$ cat src/rtl/pipe_hazard_ctrl_pkg.sv
// Shared pipeline definitions: forwarding-select encodings and the per-stage
// hazard-tracking record used by the hazard controller.
package pipe_hazard_ctrl_pkg;

    // Register specifiers are stored at this fixed width; narrower REG_AW is zero-extended.
    localparam int unsigned PIPE_AW_MAX = 8;

    typedef enum logic [1:0] {
        FWD_RF = 2'b00,
        FWD_MX = 2'b01,
        FWD_WX = 2'b10
    } fwd_sel_e;

    typedef logic [PIPE_AW_MAX-1:0] reg_spec_t;

    typedef struct packed {
        logic      valid;
        reg_spec_t rs;
        reg_spec_t rt;
        reg_spec_t rd;
        logic      uses_rs;
        logic      uses_rt;
        logic      rwe;
        logic      is_load;
        logic      is_store;
    } pipe_entry_t;

    localparam pipe_entry_t ENTRY_EMPTY = '0;

    function automatic fwd_sel_e fwd_pick(input logic mx_hit, input logic wx_hit);
        if (mx_hit) return FWD_MX;
        if (wx_hit) return FWD_WX;
        return FWD_RF;
    endfunction

endpackage

$ cat src/rtl/hazard_entry_match.sv
// Live-producer comparator: one pipeline entry against one source specifier.
// Register 0 is hard-wired, so a producer writing it never matches.
module hazard_entry_match
    import pipe_hazard_ctrl_pkg::*;
(
    input  logic      i_valid,
    input  logic      i_rwe,
    input  reg_spec_t i_rd,
    input  reg_spec_t i_src,
    input  logic      i_use,
    output logic      o_match
);

    assign o_match = i_valid & i_rwe & (i_rd != '0) & i_use & (i_rd == i_src);

endmodule

$ cat src/rtl/pipe_hazard_ctrl.sv
// Five-stage pipeline hazard controller: load-use / interlock stalls, MX/WX/WM
// bypass selects, branch flush, memory freeze and saturating event counters.
module pipe_hazard_ctrl
    import pipe_hazard_ctrl_pkg::*;
#(
    parameter int unsigned REG_AW = 5,
    parameter bit          FWD_EN = 1'b1,
    parameter int unsigned CNT_W  = 32
) (
    input  logic              clock,
    input  logic              reset,
    input  logic              dec_valid,
    input  logic              dec_uses_rs,
    input  logic              dec_uses_rt,
    input  logic              dec_rwe,
    input  logic              dec_is_load,
    input  logic              dec_is_store,
    input  logic [REG_AW-1:0] dec_rs,
    input  logic [REG_AW-1:0] dec_rt,
    input  logic [REG_AW-1:0] dec_rd,
    input  logic              br_taken,
    input  logic              mem_busy,
    output logic              stall,
    output logic              bubble_dx,
    output logic              flush_fd,
    output logic              freeze,
    output logic [1:0]        fwd_a_sel,
    output logic [1:0]        fwd_b_sel,
    output logic              fwd_wm,
    output logic [CNT_W-1:0]  stall_cnt,
    output logic [CNT_W-1:0]  flush_cnt
);

    if (REG_AW == 0 || REG_AW > PIPE_AW_MAX) begin : g_bad_reg_aw
        $error("pipe_hazard_ctrl: REG_AW must be 1..PIPE_AW_MAX");
    end

    pipe_entry_t      r_dx, r_xm, r_mw;
    logic [CNT_W-1:0] r_stall_cnt, r_flush_cnt;

    pipe_entry_t w_dec, w_dx_next;
    pipe_entry_t w_ent [3];
    logic [2:0]  w_dec_rs_hit, w_dec_rt_hit;
    logic        w_rt_use, w_stall_raw;
    logic        w_a_mx, w_a_wx, w_b_mx, w_b_wx, w_wm_hit;
    logic        w_unused;

    // NOTE: every field gets a default before the partial writes, so no latch is inferred.
    always_comb begin
        w_dec                = ENTRY_EMPTY;
        w_dec.valid          = dec_valid;
        w_dec.uses_rs        = dec_uses_rs;
        w_dec.uses_rt        = dec_uses_rt;
        w_dec.rwe            = dec_rwe;
        w_dec.is_load        = dec_is_load;
        w_dec.is_store       = dec_is_store;
        w_dec.rs[REG_AW-1:0] = dec_rs;
        w_dec.rt[REG_AW-1:0] = dec_rt;
        w_dec.rd[REG_AW-1:0] = dec_rd;
    end

    assign w_ent[0] = r_dx;
    assign w_ent[1] = r_xm;
    assign w_ent[2] = r_mw;

    // In bypass mode store data comes through the WM path, so a store's rt never stalls.
    assign w_rt_use = dec_uses_rt & (!FWD_EN | !dec_is_store);

    for (genvar e = 0; e < 3; e++) begin : g_dec_match
        hazard_entry_match u_rs (
            .i_valid(w_ent[e].valid), .i_rwe(w_ent[e].rwe), .i_rd(w_ent[e].rd),
            .i_src(w_dec.rs), .i_use(dec_uses_rs), .o_match(w_dec_rs_hit[e])
        );
        hazard_entry_match u_rt (
            .i_valid(w_ent[e].valid), .i_rwe(w_ent[e].rwe), .i_rd(w_ent[e].rd),
            .i_src(w_dec.rt), .i_use(w_rt_use), .o_match(w_dec_rt_hit[e])
        );
    end

    if (FWD_EN) begin : g_bypass
        assign w_stall_raw = r_dx.is_load & (w_dec_rs_hit[0] | w_dec_rt_hit[0]);
    end else begin : g_interlock
        assign w_stall_raw = (|w_dec_rs_hit) | (|w_dec_rt_hit);
    end

    hazard_entry_match u_a_mx (
        .i_valid(r_xm.valid), .i_rwe(r_xm.rwe), .i_rd(r_xm.rd),
        .i_src(r_dx.rs), .i_use(r_dx.uses_rs), .o_match(w_a_mx)
    );
    hazard_entry_match u_a_wx (
        .i_valid(r_mw.valid), .i_rwe(r_mw.rwe), .i_rd(r_mw.rd),
        .i_src(r_dx.rs), .i_use(r_dx.uses_rs), .o_match(w_a_wx)
    );
    hazard_entry_match u_b_mx (
        .i_valid(r_xm.valid), .i_rwe(r_xm.rwe), .i_rd(r_xm.rd),
        .i_src(r_dx.rt), .i_use(r_dx.uses_rt), .o_match(w_b_mx)
    );
    hazard_entry_match u_b_wx (
        .i_valid(r_mw.valid), .i_rwe(r_mw.rwe), .i_rd(r_mw.rd),
        .i_src(r_dx.rt), .i_use(r_dx.uses_rt), .o_match(w_b_wx)
    );
    hazard_entry_match u_wm (
        .i_valid(r_mw.valid), .i_rwe(r_mw.rwe), .i_rd(r_mw.rd),
        .i_src(r_xm.rt), .i_use(r_xm.valid & r_xm.is_store), .o_match(w_wm_hit)
    );

    assign freeze    = mem_busy;
    assign flush_fd  = br_taken & !mem_busy;
    assign stall     = w_stall_raw & !br_taken;
    assign bubble_dx = (stall | flush_fd) & !mem_busy;

    always_comb begin
        fwd_a_sel = FWD_RF;
        fwd_b_sel = FWD_RF;
        fwd_wm    = 1'b0;
        if (FWD_EN && r_dx.valid) begin
            fwd_a_sel = fwd_pick(w_a_mx, w_a_wx);
            fwd_b_sel = fwd_pick(w_b_mx, w_b_wx);
            fwd_wm    = w_wm_hit;
        end
    end

    assign w_dx_next = (stall | br_taken | !dec_valid) ? ENTRY_EMPTY : w_dec;

    // NOTE: state registers use non-blocking assignment so all stages shift on the same edge.
    always_ff @(posedge clock) begin
        if (reset) begin
            r_dx        <= ENTRY_EMPTY;
            r_xm        <= ENTRY_EMPTY;
            r_mw        <= ENTRY_EMPTY;
            r_stall_cnt <= '0;
            r_flush_cnt <= '0;
        end else if (!mem_busy) begin
            r_mw <= r_xm;
            r_xm <= r_dx;
            r_dx <= w_dx_next;
            if (stall && r_stall_cnt != '1) r_stall_cnt <= r_stall_cnt + CNT_W'(1);
            if (flush_fd && r_flush_cnt != '1) r_flush_cnt <= r_flush_cnt + CNT_W'(1);
        end
    end

    assign stall_cnt = r_stall_cnt;
    assign flush_cnt = r_flush_cnt;

    // Only some fields of each stage record feed the hazard logic.
    assign w_unused = ^{r_dx, r_xm, r_mw, w_dec_rs_hit, w_dec_rt_hit};

endmodule

$ cat config.mk
export PLATFORM = sky130hd
export DESIGN_NAME = pipe_hazard_ctrl
export DESIGN_NICKNAME = d
export VERILOG_FILES = /design/src/rtl/pipe_hazard_ctrl_pkg.sv /design/src/rtl/hazard_entry_match.sv /design/src/rtl/pipe_hazard_ctrl.sv
export SDC_FILE = /design/constraint.sdc
export NUM_CORES = 1
export LEC_CHECK = 0
export BUFFER_PORTS_ARGS = -buffer_cell sky130_fd_sc_hd__buf_4
export CORE_AREA = 2 2 153 80
export DETAILED_ROUTE_END_ITERATION = 12
export DIE_AREA = 0 0 155 82
export PLACE_DENSITY_LB_ADDON = 0.12
export SLEW_MARGIN = 15
export SYNTH_ARGS = -nofsm -noshare
export SYNTH_HDL_FRONTEND = slang
export SYNTH_SLANG_ARGS = --single-unit
$ cat constraint.sdc
create_clock -name clock -period 1.85 [get_ports clock]
set_input_delay 0.4625 -clock clock [delete_from_list [all_inputs] [get_ports clock]]
set_output_delay 0.4625 -clock clock [all_outputs]
set_load 0.01 [all_outputs]
======== Word level (Yosys, flattened, before mapping) ========
Cells that the tools add are included.
cells by class
  $add $sub $neg .......................... 2
  $mul .................................... 0
  div/mod/pow operators ................... 0
  magnitude comparators ................... 0
  eq/ne operators ......................... 9
  shift operators ......................... 0
  muxes and demuxes ....................... 22
  bitwise logic cells ..................... 31
  reductions and logical operators ........ 11
operators by type and width
  operator               count
  $add 32x1->32 const B  2
  $ne 32x32->1 const B   2
  $eq 8x8->1             5
  $mux 30                1
  $and 1x1->1            26
  $reduce_bool 8->1      3
  $mux 2                 10
  $eq 8x5->1             2
  $mux 1                 11
  $logic_not 1->1        4
  $or 1x1->1             4
  $reduce_and 2->1       2
  $logic_and 1x1->1      2
  $not 1->1              1
word-level totals
  register bits after elaboration ......... 123
  latch bits .............................. 0
  RAM bits ................................ 0
  bits in read-only memories .............. 0
  input port bits ......................... 25
  output and inout port bits .............. 73
  word-level logic and storage cells ...... 94
  memories kept ........................... 0

======== Depth between registers and ports, before layout ========
  depth after elaboration ................. 11
  depth in mapped cells ................... 8
  gate-level depth less buffers ........... 7

======== Modules after synthesis ========
A second synthesis with hierarchy kept.
unflattened totals
  cells, all modules ...................... 641
  area, all modules ....................... 5606.6 µm²
by module, submodules not included
  module              instances  cells an instance  area each (µm²)  seq. area each (µm²)
  pipe_hazard_ctrl    1          543                4783.3           2102.0
  hazard_entry_match  7          14                 117.6            0.0

======== Worst setup path before layout ========
OpenSTA, ideal clock, no wires.
  kind .................................... flip-flop to flip-flop
  start point ............................. reg r_stall_cnt[8] (netlist: stall_cnt[8])
  end point ............................... reg r_stall_cnt[24] (netlist: stall_cnt[24])
  library setup time ...................... 0.123 ns
  data arrival time ....................... 1.902 ns
  required time ........................... 1.727 ns
  slack ................................... -0.175 ns
  cell stages (with the launch flop) ...... 7
  buffers on the path ..................... 0
  period minus slack after synthesis ...... 2.025 ns
  cell sequence ........................... dfxtp_1 -> nand4_4 -> nor4_4 -> and2_1 -> nand4_2 -> nor3_1 -> mux2_1
between the ends
  longest elaborated chain between the ends .. 3
  elaborated cells between the ends (all ways) .. 4
  those cells by class .................... 1 x add/sub; 1 x eq/ne; 2 x reduce/logical
ends and longest elaborated chain
  what                                                   line                     source
  start: declaration                                     pipe_hazard_ctrl.sv:39   logic [CNT_W-1:0] r_stall_cnt, r_flush_cnt;
  start signal: assignment                               pipe_hazard_ctrl.sv:137  if (stall && r_stall_cnt != '1) r_stall_cnt <= r_stall_cnt + CNT_W'(1);
  branches (longest 3 deep; another with $add 32x1->32)  -
Parallel ways; which one is timed is not known.
A chain may end at the register's enable or synchronous reset.

======== Final worst setup path ========
  start point ............................. reg r_dx[5] (netlist name)
  end point ............................... out stall
between the ends
  longest elaborated chain between the ends .. 7
  elaborated cells between the ends (all ways) .. 11
  those cells by class .................... 2 x eq/ne; 8 x bitwise; 1 x reduce/logical
ends and longest elaborated chain
  what                       line                      source
  start: declaration         pipe_hazard_ctrl.sv:38    pipe_entry_t r_dx, r_xm, r_mw;
  start signal: assignment   pipe_hazard_ctrl.sv:136   r_dx <= w_dx_next;
  $reduce_bool 8->1          hazard_entry_match.sv:14  assign o_match = i_valid & i_rwe & (i_rd != '0) & i_use & (i_rd == i_src);
  $and 1x1->1 (3 in series)  hazard_entry_match.sv:14
  $or 1x1->1 (*)             pipe_hazard_ctrl.sv:81    assign w_stall_raw = r_dx.is_load & (w_dec_rs_hit[0] | w_dec_rt_hit[0]);
  $and 1x1->1 (*)            pipe_hazard_ctrl.sv:81
  $and 1x1->1 (*)            pipe_hazard_ctrl.sv:109   assign stall = w_stall_raw & !br_taken;
  end: declaration           pipe_hazard_ctrl.sv:23    output logic stall,
Every way passes the cells marked *; elsewhere a longest branch is shown, timed or not.

==> impl_metrics.env <==
export IMPL_worstMarginPinSlew_ns=0.408
export IMPL_track_usage_pct=24.5
export IMPL_hold_viol=0
export IMPL_synthAdderAreaFrac_pct=0.498
export IMPL_ys_seq_area_share_pct=41.9
export IMPL_num_io_pins=98
export IMPL_holdPathEnd="r_dx[9]"
export IMPL_clock_skew_ns=0.00666
export IMPL_synth_mux_area_share_pct=5.06
export IMPL_post_dp_hpwl_microns=11200
export IMPL_wl_per_cell_microns=16.9
export IMPL_period_minus_slack_ns=2.32
export IMPL_drt_wl_total_microns=16000
export IMPL_violations="setup timing"
export IMPL_clock_sink_count=105
export IMPL_grt_overflow_total=0
export IMPL_dieArea_sq_mm=0.0127
export IMPL_arrival_ns=1.86
export IMPL_rsz0062_at_grt="yes"
export IMPL_power_density_mw_per_mm2=562
export IMPL_syn_num_nets=586
export IMPL_clock_fmax_mhz=431
export IMPL_die_w_microns=155
export IMPL_crit_type="flop to output port"
export IMPL_slew_viol_final=0
export IMPL_grt_max_degree=72
export IMPL_synthFlopType="dfxtp_1"
export IMPL_cts_clk_slew_worst_paths_ns=0.07
export IMPL_drive_above_1_share_pct=45.5
export IMPL_r2r_end="stall_cnt[6]"
export IMPL_cts_buffers=9
export IMPL_grt_pass1_wl_microns=24200
export IMPL_cts_tree="built"
export IMPL_hold_buffers=0
export IMPL_hold_path_class="input pin to flop"
export IMPL_initial_core_util_pct=43.8
export IMPL_synthCells=559
export IMPL_regToRegSetupSlack_ns=-0.33
export IMPL_syn2layout_area_growth_pct=55.3
export IMPL_irDropWorstVdd_mv=0.388
export IMPL_drc=0
export IMPL_antenna_found_initial=0
export IMPL_postSynthAreaPerCell_sq_um=8.98
export IMPL_nFillCells=887
export IMPL_die_h_microns=82
export IMPL_max_slew_margin_rel_pct=72.6
export IMPL_worst_slack_ns=-0.471
export IMPL_antenna_cells=0
export IMPL_netlist_area_sq_mm=0.00502
export IMPL_cp_data_required_time_ns=1.39
export IMPL_drtAntennaViolNets=0
export IMPL_fp_coreArea_sq_mm=0.0115
export IMPL_dr_pass1_iters=5
export IMPL_hold_ws_ns=0.336
export IMPL_ys_seq_elements=105
export IMPL_reg2reg_depth=10
export IMPL_cts_root_buf="clkbuf_16"
export IMPL_htree_levels=3
export IMPL_fin_nets=818
export IMPL_path_max_fanout=5
export IMPL_p_leak_uw=0.00330
export IMPL_setup_viol=60
export IMPL_synth_xor_area_share_pct=12.7
export IMPL_min_path_cells=2
export IMPL_synthSimpleGateAreaFrac_pct=27.1
export IMPL_io_buffers=97
export IMPL_gp_congestion=0.884
export IMPL_min_from="dec_rd[4]"
export IMPL_clock_latency_ns=0.35
export IMPL_grt_pass1_vias=4618
export IMPL_status="finished with violations"
export IMPL_synth_compound_area_share_pct=10.2
export IMPL_synth_top_family_by_area="simple AND/OR/NAND/NOR gates"
export IMPL_fin_area_sq_mm=0.00780
export IMPL_clockBufferDepth=2
export IMPL_final_common_cell="buf_4"
export IMPL_drt_initial_drc_count=334
export IMPL_ys_warn_count=0
export IMPL_synth_distinct_cells=52
export IMPL_p_total_uw=4380
export IMPL_critPathLaunchType="flop"
export IMPL_async_flop_share_pct=0
export IMPL_maxCapViolCount=0
export IMPL_dpl_cell_area_sq_mm=0.00686
export IMPL_r2r_start="r_dx[5]"
export IMPL_fin_crit_sh_pct=125
export IMPL_row_count=28
export IMPL_viasPerCell=5.37
export IMPL_vias=5077
export IMPL_final_cell_mix="buf_4 (208), nor2_1 (82), dfxtp_1 (72), xor2_1 (36)"
export IMPL_worstSetupEndpointType="output port"
export IMPL_synth_edf_count=0
[cell usage after synthesis, types with 3 or more instances]
library cell / n / area share (%)
dfxtp_1: 105 / 42
nor2_1: 84 / 6.3
xor2_1: 39 / 6.8
xnor2_1: 34 / 5.9
nand3_1: 32 / 3.2
nand4_1: 29 / 3.6
nand2_1: 28 / 2.1
mux2i_1: 22 / 4.4
a22o_1: 20 / 3.5
a21oi_1: 17 / 1.7
clkbuf_1: 15 / 1.1
nor3_1: 11 / 1.1
or3_1: 11 / 1.4
or4_1: 11 / 1.6
inv_1: 10 / 0.75
nor2b_1: 7 / 0.87
o21ai_0: 7 / 0.70
and3_1: 6 / 0.75
o31ai_1: 6 / 0.90
nor4_1: 5 / 0.62
o21ai_1: 5 / 0.50
and2_1: 4 / 0.50
nand3_2: 4 / 0.80
buf_2: 3 / 0.30
mux2_1: 3 / 0.67
nand2b_1: 3 / 0.37
o21ba_1: 3 / 0.60
or2_2: 3 / 0.37
[metrics by stage]
step	TNS [ns]	std cells	util [%]	worst slack (ns)
floorplan	-0.564	559	-	-0.122
global placement	-11.45	901	59.9	-0.355
global route	-16.79	945	68.1	-0.509
finish	-12.93	945	68.1	-0.471
CTS	-11.16	937	65.6	-0.446
detailed placement	-13.03	901	59.9	-0.430
[state kept, by name, indices dropped and copies added (netlist names)]
signal     flops
r_mw           7
r_dx          21
stall_cnt     32
flush_cnt     32
r_xm          13
[worst max-delay path by stage]
stage | startpoint | to | slack [ns] | cells past startpoint
final | r_dx[5] | stall | -0.47 | 6
after global routing | r_dx[5] | stall | -0.51 | 6
after CTS | r_dx[8] | stall | -0.45 | 6
after detailed placement | dec_rs[0] | stall_cnt[30] | -0.43 | 8
after global placement | dec_rs[1] | stall_cnt[28] | -0.35 | 8
after floorplan | stall_cnt[1] | stall_cnt[24] | -0.12 | 7
[worst max-delay path, stage by stage (launching register included)]
cell      delay [ns]
dfxtp_4         0.37
or4_4           0.56
o21ai_4         0.18
buf_6           0.12
nand2b_4        0.12
nor2_4          0.04
buf_6           0.11
[layer usage]
metal	vias to the layer above	GRT usage [%]	part of all wire, %
li1	2460	-	-
met1	2428	36.0	49
met2	171	36.0	42
met3	18	6.23	7.6
met4	0	5.37	1.2
met5	-	0	0
[final cells by class]
cell class / count / area, sq um / area share, %
clock inverters: 5 / 41.3 / 0.529
clock buffers: 10 / 229 / 2.94
well taps: 150 / 188 / 2.41
inverters: 11 / 41.3 / 0.529
repair buffers: 241 / 1990 / 25.5
flip-flops and latches: 105 / 2160 / 27.7
multi-input cells: 423 / 3150 / 40.4
[cells by family after synthesis]
group / after synthesis
DFF: 105
AOI/OAI and AO/OA: 70
xor gates and xnor gates: 73
and+or+nand+nor: 252
adders and majority gates: 2
muxes: 25
buffers and inverters: 32
[timing repair]
| action | CTS | global route |
|---|---|---|
| cloned | 3 | 1 |
| buffers inserted | 20 | 11 |
| resized for setup | 45 | 68 |
| pin swaps | 43 | 58 |
| endpoints found under the setup margin | 59 | 67 |
[power by group]
part / internal [uW] / switching (uW)
logic: 150 / 150
clock network: 919 / 866
registers: 2270 / 27.9
(Power assumes the default switching activity.)
